**src/rtl/dcache_dm_wt.sv**
```systemverilog
// Direct-mapped, write-through, no-write-allocate data cache.
// Sits between the pipeline memory stage and a multi-cycle backing memory.
// Each line holds one 32-bit word. Loads that hit return data in the same
// cycle. Load misses refill the line and then hit on the following cycle.
// Stores always write through to memory. A store that hits also updates the
// selected byte lanes of the cached word.
// Optional build macro DCACHE_PERF_COUNTERS_EN adds two saturating counters,
// perf_hits and perf_misses.
module dcache_dm_wt #(
  parameter int DATA_WIDTH = 32,
  parameter int ADDR_WIDTH = 32,
  parameter int INDEX_BITS = 3,
  parameter int TAG_BITS   = ADDR_WIDTH - INDEX_BITS - 2
) (
  input  logic                  clk,
  input  logic                  rst_n,
  input  logic                  cpu_re,
  input  logic                  cpu_we,
  input  logic [ADDR_WIDTH-1:0] cpu_addr,
  input  logic [DATA_WIDTH-1:0] cpu_wdata,
  input  logic [2:0]            cpu_funct3,
  output logic [DATA_WIDTH-1:0] cpu_rdata,
  output logic                  cpu_stall,
  output logic                  cpu_misaligned,
  output logic                  cache_hit,
  output logic                  mem_req,
  output logic                  mem_we,
  output logic [ADDR_WIDTH-1:0] mem_addr,
  output logic [DATA_WIDTH-1:0] mem_wdata,
  output logic [3:0]            mem_wstrb,
  input  logic [DATA_WIDTH-1:0] mem_rdata,
  input  logic                  mem_ready
`ifdef DCACHE_PERF_COUNTERS_EN
  ,
  output logic [31:0]           perf_hits,
  output logic [31:0]           perf_misses
`endif
);

  localparam int LINES = 1 << INDEX_BITS;

  typedef enum logic [1:0] {IDLE, REFILL, WRITE} state_t;

  state_t                state, state_nx;
  logic [LINES-1:0]      valid;
  logic [TAG_BITS-1:0]   tag_mem  [LINES];
  logic [DATA_WIDTH-1:0] data_mem [LINES];

  logic [INDEX_BITS-1:0] idx;
  logic [TAG_BITS-1:0]   tag;
  logic [1:0]            off;
  logic                  f3_load, f3_store, align_bad, st_go, ld_go;
  logic [DATA_WIDTH-1:0] st_lanes;
  logic [3:0]            st_strb;

  // Outstanding memory request. It is captured when leaving IDLE, so the
  // memory interface stays stable for the whole transfer.
  logic [ADDR_WIDTH-3:0] req_word;
  logic [DATA_WIDTH-1:0] req_wdata;
  logic [3:0]            req_wstrb;
  logic [INDEX_BITS-1:0] req_idx;
  logic [TAG_BITS-1:0]   req_tag;

  // Select the addressed byte or half of a word, then sign- or zero-extend it.
  function automatic logic [DATA_WIDTH-1:0] load_extract(input logic [2:0] f3,
                                                         input logic [1:0] o,
                                                         input logic [DATA_WIDTH-1:0] word);
    logic signed [7:0]  byte_s;
    logic signed [15:0] half_s;
    byte_s = word[{o, 3'b000} +: 8];
    half_s = o[1] ? word[31:16] : word[15:0];
    case (f3)
      3'b000:  load_extract = DATA_WIDTH'(byte_s);
      3'b001:  load_extract = DATA_WIDTH'(half_s);
      3'b010:  load_extract = word;
      3'b100:  load_extract = DATA_WIDTH'($unsigned(byte_s));
      3'b101:  load_extract = DATA_WIDTH'($unsigned(half_s));
      default: load_extract = '0;
    endcase
  endfunction

  // Byte-lane enables for a store of the given size at the given offset.
  function automatic logic [3:0] store_strb(input logic [2:0] f3, input logic [1:0] o);
    case (f3)
      3'b000:  store_strb = 4'b0001 << o;
      3'b001:  store_strb = 4'b0011 << o;
      3'b010:  store_strb = 4'b1111;
      default: store_strb = 4'b0000;
    endcase
  endfunction

  // Move LSB-justified store data into its byte lanes. Unused lanes are zero.
  function automatic logic [DATA_WIDTH-1:0] store_lanes(input logic [2:0] f3,
                                                        input logic [1:0] o,
                                                        input logic [DATA_WIDTH-1:0] w);
    case (f3)
      3'b000:  store_lanes = (w & DATA_WIDTH'(8'hFF)) << {o, 3'b000};
      3'b001:  store_lanes = (w & DATA_WIDTH'(16'hFFFF)) << {o, 3'b000};
      default: store_lanes = w;
    endcase
  endfunction

  assign idx       = cpu_addr[INDEX_BITS+1:2];
  assign tag       = cpu_addr[ADDR_WIDTH-1:INDEX_BITS+2];
  assign off       = cpu_addr[1:0];
  assign req_idx   = req_word[INDEX_BITS-1:0];
  assign req_tag   = req_word[ADDR_WIDTH-3:INDEX_BITS];

  assign f3_load   = cpu_funct3 inside {3'b000, 3'b001, 3'b010, 3'b100, 3'b101};
  assign f3_store  = cpu_funct3 inside {3'b000, 3'b001, 3'b010};
  assign align_bad = ((cpu_funct3 == 3'b001 || cpu_funct3 == 3'b101) && off[0]) ||
                     (cpu_funct3 == 3'b010 && off != 2'b00);
  assign st_go     = cpu_we && f3_store && !align_bad;
  assign ld_go     = !cpu_we && cpu_re && f3_load && !align_bad;

  assign cpu_misaligned = align_bad && (cpu_we ? f3_store : (cpu_re && f3_load));
  assign cache_hit      = valid[idx] && (tag_mem[idx] == tag);
  assign st_lanes       = store_lanes(cpu_funct3, off, cpu_wdata);
  assign st_strb        = store_strb(cpu_funct3, off);

  assign mem_addr  = {req_word, 2'b00};
  assign mem_wdata = req_wdata;
  assign mem_wstrb = (state == WRITE) ? req_wstrb : 4'b0000;

  // Next-state logic, stall and load data. The pipeline side is forced quiet
  // while reset is held.
  always_comb begin
    state_nx  = state;
    cpu_stall = 1'b0;
    cpu_rdata = '0;
    mem_req   = 1'b0;
    mem_we    = 1'b0;
    case (state)
      IDLE: begin
        if (st_go) begin
          cpu_stall = 1'b1;
          state_nx  = WRITE;
        end else if (ld_go) begin
          if (cache_hit) begin
            cpu_rdata = load_extract(cpu_funct3, off, data_mem[idx]);
          end else begin
            cpu_stall = 1'b1;
            state_nx  = REFILL;
          end
        end
      end
      REFILL: begin
        mem_req   = 1'b1;
        cpu_stall = 1'b1;
        if (mem_ready) state_nx = IDLE;
      end
      WRITE: begin
        mem_req   = 1'b1;
        mem_we    = 1'b1;
        cpu_stall = !mem_ready;
        if (mem_ready) state_nx = IDLE;
      end
      default: state_nx = IDLE;
    endcase
    if (!rst_n) begin
      cpu_stall = 1'b0;
      cpu_rdata = '0;
    end
  end

  // State register. An asynchronous reset aborts any transfer in flight.
  always_ff @(posedge clk or negedge rst_n) begin
    if (!rst_n) state <= IDLE;
    else        state <= state_nx;
  end

  // Valid bits. A line becomes valid only when its refill completes.
  always_ff @(posedge clk or negedge rst_n) begin
    if (!rst_n)                           valid          <= '0;
    else if (state == REFILL && mem_ready) valid[req_idx] <= 1'b1;
  end

  // Request capture, store-hit lane merge and refill write. This storage is
  // not reset.
  always_ff @(posedge clk) begin
    if (state == IDLE && (st_go || (ld_go && !cache_hit))) begin
      req_word  <= cpu_addr[ADDR_WIDTH-1:2];
      req_wdata <= st_lanes;
      req_wstrb <= st_strb;
    end
    if (state == IDLE && st_go && cache_hit) begin
      for (int i = 0; i < 4; i++) begin
        if (st_strb[i]) data_mem[idx][8*i +: 8] <= st_lanes[8*i +: 8];
      end
    end
    if (state == REFILL && mem_ready) begin
      data_mem[req_idx] <= mem_rdata;
      tag_mem[req_idx]  <= req_tag;
    end
  end

`ifdef DCACHE_PERF_COUNTERS_EN
  logic refill_done;

  // Saturating hit and miss counters. A load released right after a refill
  // counts only as a miss.
  always_ff @(posedge clk or negedge rst_n) begin
    if (!rst_n) begin
      refill_done <= 1'b0;
      perf_hits   <= '0;
      perf_misses <= '0;
    end else begin
      refill_done <= (state == REFILL) && mem_ready;
      if (state == IDLE && ld_go && cache_hit && !refill_done && perf_hits != '1)
        perf_hits <= perf_hits + 32'd1;
      if (state == IDLE && state_nx == REFILL && perf_misses != '1)
        perf_misses <= perf_misses + 32'd1;
    end
  end
`else
  // Performance counters are not built in this configuration.
`endif

endmodule

```
**config.mk**
```make
export PLATFORM = sky130hd
export DESIGN_NAME = dcache_dm_wt
export DESIGN_NICKNAME = d
export VERILOG_FILES = /design/src/rtl/dcache_dm_wt.sv
export SDC_FILE = /design/constraint.sdc
export NUM_CORES = 1
export LEC_CHECK = 0
export ABC_CLOCK_PERIOD_IN_PS = 6600
export CORE_UTILIZATION = 35
export DETAILED_ROUTE_END_ITERATION = 10
export RECOVER_POWER = 50
export SETUP_SLACK_MARGIN = 0.5
export SLEW_MARGIN = 20
export SYNTH_ARGS = -nofsm -noshare
export SYNTH_HDL_FRONTEND = slang
export SYNTH_SLANG_ARGS = --single-unit
```
**constraint.sdc**
```tcl
create_clock -name clk -period 6.6 [get_ports clk]
set_input_delay 0.99 -clock clk [delete_from_list [all_inputs] [get_ports clk]]
set_output_delay 0.99 -clock clk [all_outputs]
set_load 0.1 [all_outputs]
```
==> results.toml, run 1 <==
[outcome]
status = "finished with violations"
violations = "capacitance limit, slew limit"

[sta]
hold_ws_ps = 467.2
rsz0062_at_grt = "false"
post-route-period-util_pct = 92.02
worstMarginPinSlew_ps = 2337
relSlewSlack_pct = -55.79
hold_viol_final = 0
finClkSkew_ps = 26.92
setup-tns-final_ps = 0
max_freq_mhz = 164.7
period_minus_slack_ps = 6073
setup_viol = 0
slew_violations = 300

[clock_network]
clockBufferDepth = 3
h-tree-depth = 2
clkTransAtPathRegs_ps = 60
numCtsBuffers = 58
cts_sinks = 548
cts_tree = "built"
cts_resized = 0
cts_setup_buffers = 0
holdBufCountCts = 0
cts-root-buf = "clkbuf_16"
clk_latency_ps = 630

[floorplan]
coreArea_sq_mm = 0.06470
die_area_sq_mm = 0.06675
die_w_microns = 258.4
ioPinCount = 209
rows = 93
chipHeight_microns = 258.4
start_util_pct = 35.56

[critical_path]
reg2reg_from = "state[1]"
startpoint = "mem_ready"
critical_path_class = "primary input to flop"
crit_path_end_kind = "flop"
cp.arrival_ps = 6380
worstPathMaxFanout = 29
start_kind = "primary input"
cp.required_ps = 6910
r2r_slack_ps = 790

[placement]
port_buffers = 206
gp_congestion = 0.8482
hpwl_microns = 40870

[grt]
globalRouteOverflowTotal = 0
grt_antenna_before_repair = 2
grt_pass1_vias = 13520
grt_max_degree = 72
grt_usage_pct = 18.31
grt_pass1_wl_microns = 90090

[yosys]
ys_warn_count = 0
synth_largest_area_cell = "edfxtp_1"
ys.flop_type = "edfxtp_1"
yosysSeqAreaShare_pct = 71.32
async_reset_ff_share_pct = 1.825
synth.top_cell.area_share_pct = 70.23
syn_area_per_cell_sq_um = 17.18
ys_ff_latch = 548
synth.distinct_cells = 57
synth_edf_count = 538
synthCells = 1339
syn-cell-area_sq_mm = 0.02300
synthTopCellsByArea = "edfxtp_1 (70%), mux4_2 (9.2%), mux2i_1 (4.0%), nor2_1 (2.0%), a22oi_1 (1.3%)"

[drt]
vias_per_cell = 5.329
drt-met1-wl_microns = 26090
dr_total_vias = 13310
met3_length_microns = 4152
highest_layer = "met5"
drt-total-wl_microns = 61040
antenna_left = 0
first_iter_violations = 1255
met2_length_microns = 29310
wl_per_cell_microns = 24.45
drc_errors = 0
dr.pass1.iters = 5

[pwr]
peakVddDrop_uv = 230.1
power_density_mw_per_mm2 = 317.3
p_leak_uw = 0.009446
finalPower_uw = 9034

[finish]
nets = 1701
drive_above_1_share_pct = 20.16
area_delta_synth_final_pct = 23.75
n_antenna_cell = 0

[min_path]
hold_start = "valid[6]"
hold_path.class = "flop to flop"

[run]
cap_violations = 9
final timing paths:
kind,to,cells after the start
min,valid[6],1
max in group asynchronous,state[1],1
max,data_mem[3][30],9
min in group asynchronous,valid[7],1
min reg2reg,valid[6],1
max reg2reg,data_mem[3][30],10
logic make-up (layout without fill, tap and decap cells):
family / count (synthesis) / count (layout) / synth area share (%)
flip-flops: 548 / 548 / 71.32
AND/OR/NAND/NOR: 307 / 307 / 7.071
multiplexers: 204 / 204 / 14.15
AO/OA/AOI/OAI: 172 / 172 / 4.645
buffers and inverters: 87 / 389 / 1.974
XOR/XNOR: 16 / 16 / 0.6092
adder cells (fa/ha/maj): 4 / 4 / 0.2176
other: 1 / 2 / 0.01630
layout by cell type (no fill, tap or decap), types with 10 or more instances in the layout:
master and instances:
nor2_1 123, clkinv_2 10, dlygate4sd3_1 53, nand2_1 54, clkbuf_16 58, dfrtp_1 10
a31oi_1 10, buf_4 57, a22oi_1 39, mux4_2 94, xor2_1 14, nor3_2 17
clkbuf_1 21, mux2i_1 93, buf_12 34, clkinv_1 18, clkdlybuf4s50_1 115, o21ai_0 35
edfxtp_1 538, nor4_2 14, o22ai_1 16, a21oi_1 48
flip-flops by register name (all words and copies together), names as in the netlist:
signal and cells:
req_word 30, tag_mem 216, mem_wdata 32, data_mem 256, req_wstrb 4, state 2, valid 8
synthesized netlist by cell type (3+ instances only):
library cell	count
a21oi_1	49
a22o_1	9
a22oi_1	39
a31oi_1	10
and2_1	17
and3_1	5
buf_1	8
buf_2	20
buf_4	6
buf_6	7
clkbuf_1	35
dfrtp_1	10
edfxtp_1	538
ha_1	4
inv_1	9
mux2_2	16
mux2i_1	93
mux4_2	94
nand2_1	55
nand2b_1	6
nand3_1	6
nand3b_1	3
nand4_1	5
nand4_2	4
nor2_1	124
nor2b_1	9
nor3_1	24
nor3b_1	3
nor4_1	8
nor4_2	14
o21ai_0	36
o22ai_1	16
or2_2	10
or3_1	4
xor2_1	14
area by class of cell:
class	count	area, sq um
multi-input combinational	705	6262
timing repair buffer	271	2851
clock inverter	39	347.8
sequential	548	16410
clock buffer	70	1496
inverter	9	33.78
tap	855	1070
fill	5695	36230
power by group:
| group | switching (uW) | internal (uW) |
|---|---|---|
| Sequential | 98.4 | 4160 |
| Clock | 1340 | 1810 |
| Combinational | 1200 | 419 |
| Total | 2640 | 6390 |
per-layer routing:
layer  track usage [%]  up-vias
li1                  -     5856
met1             25.02     6821
met2             29.70      528
met3             3.502      100
met4             5.375        2
met5                 0        -
stage by stage:
step	cells	utilization [%]	cell area, sq um	setup WS [ps]
after floorplan	1340	-	23090	-271.2
after global placement	2388	41.24	26680	847.0
after detailed placement	2388	41.24	26680	774.6
after CTS	2497	44.09	28520	772.9
after global routing	2497	44.00	28470	361.9
final	2497	44.00	28470	526.6
critical path, cell delays in order:
cell and delay (ps):
dlygate4sd3_1 630, and2_1 150, clkbuf_1 1180, nand2_1 450
nor3b_2 280, clkbuf_1 1600, a31oi_1 530, a21oi_1 310
buf_4 260
(Power assumes the default switching activity.)
==> run 2, diff against run 1 <==
--- a/config.mk
+++ b/config.mk
@@ -9,8 +9,9 @@
 export CORE_UTILIZATION = 35
 export DETAILED_ROUTE_END_ITERATION = 10
 export RECOVER_POWER = 50
+export REMOVE_ABC_BUFFERS = 1
 export SETUP_SLACK_MARGIN = 0.5
-export SLEW_MARGIN = 20
+export SLEW_MARGIN = 0
 export SYNTH_ARGS = -nofsm -noshare
 export SYNTH_HDL_FRONTEND = slang
 export SYNTH_SLANG_ARGS = --single-unit
==> results.toml, run 2 (same netlist as run 1, synthesis figures left out) <==
[critical_path]
r2r_slack_ps = 920
endpoint = "data_mem[5][1]"
reg2regPathDepth = 6
critical_path_class = "primary input to flop"
startpoint = "mem_ready"
max_stage_delay_ps = 2480
path_cells = "dlygate4sd3_1 -> nand2_1 -> clkbuf_1 -> a31oi_1 -> a21oi_1"
crit_path_end_kind = "flop"
cp.required_ps = 6820
reg2reg_from = "state[1]"
worstPathMaxFanout = 70
cp.arrival_ps = 6100
r2r-end = "data_mem[5][1]"
start_kind = "primary input"
cp_slowest_cell = "clkbuf_1"

[clock_network]
cts_setup_buffers = 0
clockBufferDepth = 3
holdBufCountCts = 0
cts_sinks = 548
h-tree-depth = 2
numCtsBuffers = 56
cts-root-buf = "clkbuf_16"
cts_tree = "built"
clkTransAtPathRegs_ps = 60
cts_resized = 0
clk_latency_ps = 620

[sta]
max_freq_mhz = 170.0
rsz0062_at_grt = "false"
relSlewSlack_pct = -132.6
finClkSkew_ps = 19.36
worstMarginPinSlew_ps = 3489
slew_violations = 384
post-route-period-util_pct = 89.13
period_minus_slack_ps = 5883
setup_viol = 0
hold_viol_final = 0

[drt]
first_iter_violations = 1214
antenna_left = 0
drc_errors = 0
vias_per_cell = 5.357
drt-total-wl_microns = 61420
wl_per_cell_microns = 24.75
dr.pass1.iters = 6
dr_total_vias = 13300

[grt]
grt_pass1_vias = 13420
use_met2_pct = 28.80
grt_use_met1_pct = 25.24
grt_antenna_before_repair = 4
grt_usage_pct = 18.33
met3_usage_pct = 4.010
grt_pass1_wl_microns = 90200
grt.busiest_layer = "met2"
globalRouteOverflowTotal = 0
grt_max_degree = 71

[min_path]
hold_path.class = "flop to flop"

[placement]
port_buffers = 206
dpl.cell_count = 2376
dpl-instance-area_sq_mm = 0.02653
gp_congestion = 0.9404
hpwl_microns = 41020

[finish]
drive_above_1_share_pct = 17.90
n_fill_cell = 5731
nets = 1687
finalInstanceArea_sq_mm = 0.02826
area_delta_synth_final_pct = 22.86
largest_reg_flops = 256
final_util_pct = 43.68
largest-register = "data_mem"
layout_commonest_cell = "edfxtp_1"
finalNonFillerCells = 2482
layout_common_cells = "edfxtp_1 (538), clkdlybuf4s50_1 (130), nor2_1 (124)"

[floorplan]
coreArea_sq_mm = 0.06470
rows = 93
ioPinCount = 209
chipHeight_microns = 258.4
die_area_sq_mm = 0.06675
start_util_pct = 35.56
die_w_microns = 258.4

[pwr]
peakVddDrop_uv = 218.7
p_leak_uw = 0.009359
power_density_mw_per_mm2 = 320.1

[run]
cap_violations = 12

[outcome]
violations = "capacitance limit, slew limit"
status = "finished with violations"
==> run 2: cell types whose count changed in the layout (fill, tap and decap cells not counted), sizes merged, moves of 3 or more <==
cell | previous run | this run
inv | 12 | 9
clkdlybuf4s50 | 115 | 130
clkbuf | 80 | 88
clkinv | 29 | 24
dlygate4sd3 | 53 | 38
buf | 93 | 77
==> run 2: layout make-up <==
| class | instances | area, sq um | area share, % |
|---|---|---|---|
| Tap cell | 855 | 1070 | 3.785 |
| Timing Repair Buffer | 259 | 2758 | 9.757 |
| Inverter | 9 | 33.78 | 0.1195 |
| Clock buffer | 74 | 1509 | 5.339 |
| Multi-Input combinational cell | 705 | 6152 | 21.77 |
| Clock inverter | 31 | 331.6 | 1.173 |
| Antenna cell | 1 | 2.502 | 0.008854 |
| Sequential cell | 548 | 16410 | 58.05 |
==> run 2: where the power goes <==
part	total, uW	internal (uW)	leakage (uW)	switching (uW)
Sequential	4260	4160	0.00500	98.1
Combinational	1630	418	0.00346	1210
Clock	3160	1840	0.000898	1310
Total	9050	6420	0.00936	2630
==> run 2: metrics by stage <==
stage	setup slack [ps]	hold WS, ps	power [uW]	TNS (ps)
final	717.5	461.5	9048	0
after global routing	498.5	492.0	9328	0
after CTS	898.4	464.9	9121	0
after detailed placement	896.8	451.0	5971	0
after global placement	973.9	445.6	5942	0
after floorplan	-1867	433.7	5359	-123990
==> run 2: worst min-delay path by stage <==
stage                     startpoint  endpoint  slack, ps  depth (start not counted)
after CTS                   valid[6]  valid[6]        460                          1
after global placement      valid[2]  valid[2]        450                          1
after detailed placement    valid[6]  valid[6]        450                          1
final                       valid[6]  valid[6]        460                          1
after global routing        valid[6]  valid[6]        490                          1
after floorplan             valid[2]  valid[2]        430                          1
==> run 2: metal layers <==
layer | wire length [microns] | up-vias
li1 | - | 5834
met4 | 1829 | 0
met1 | 26650 | 6779
met5 | 0 | -
met3 | 4769 | 108
met2 | 28170 | 575
==> run 2: critical path: cells and delay by family <==
family	cells	cell delay, ps
compound gates	2	1890
buf+inv	2	3070
simple gates	1	140
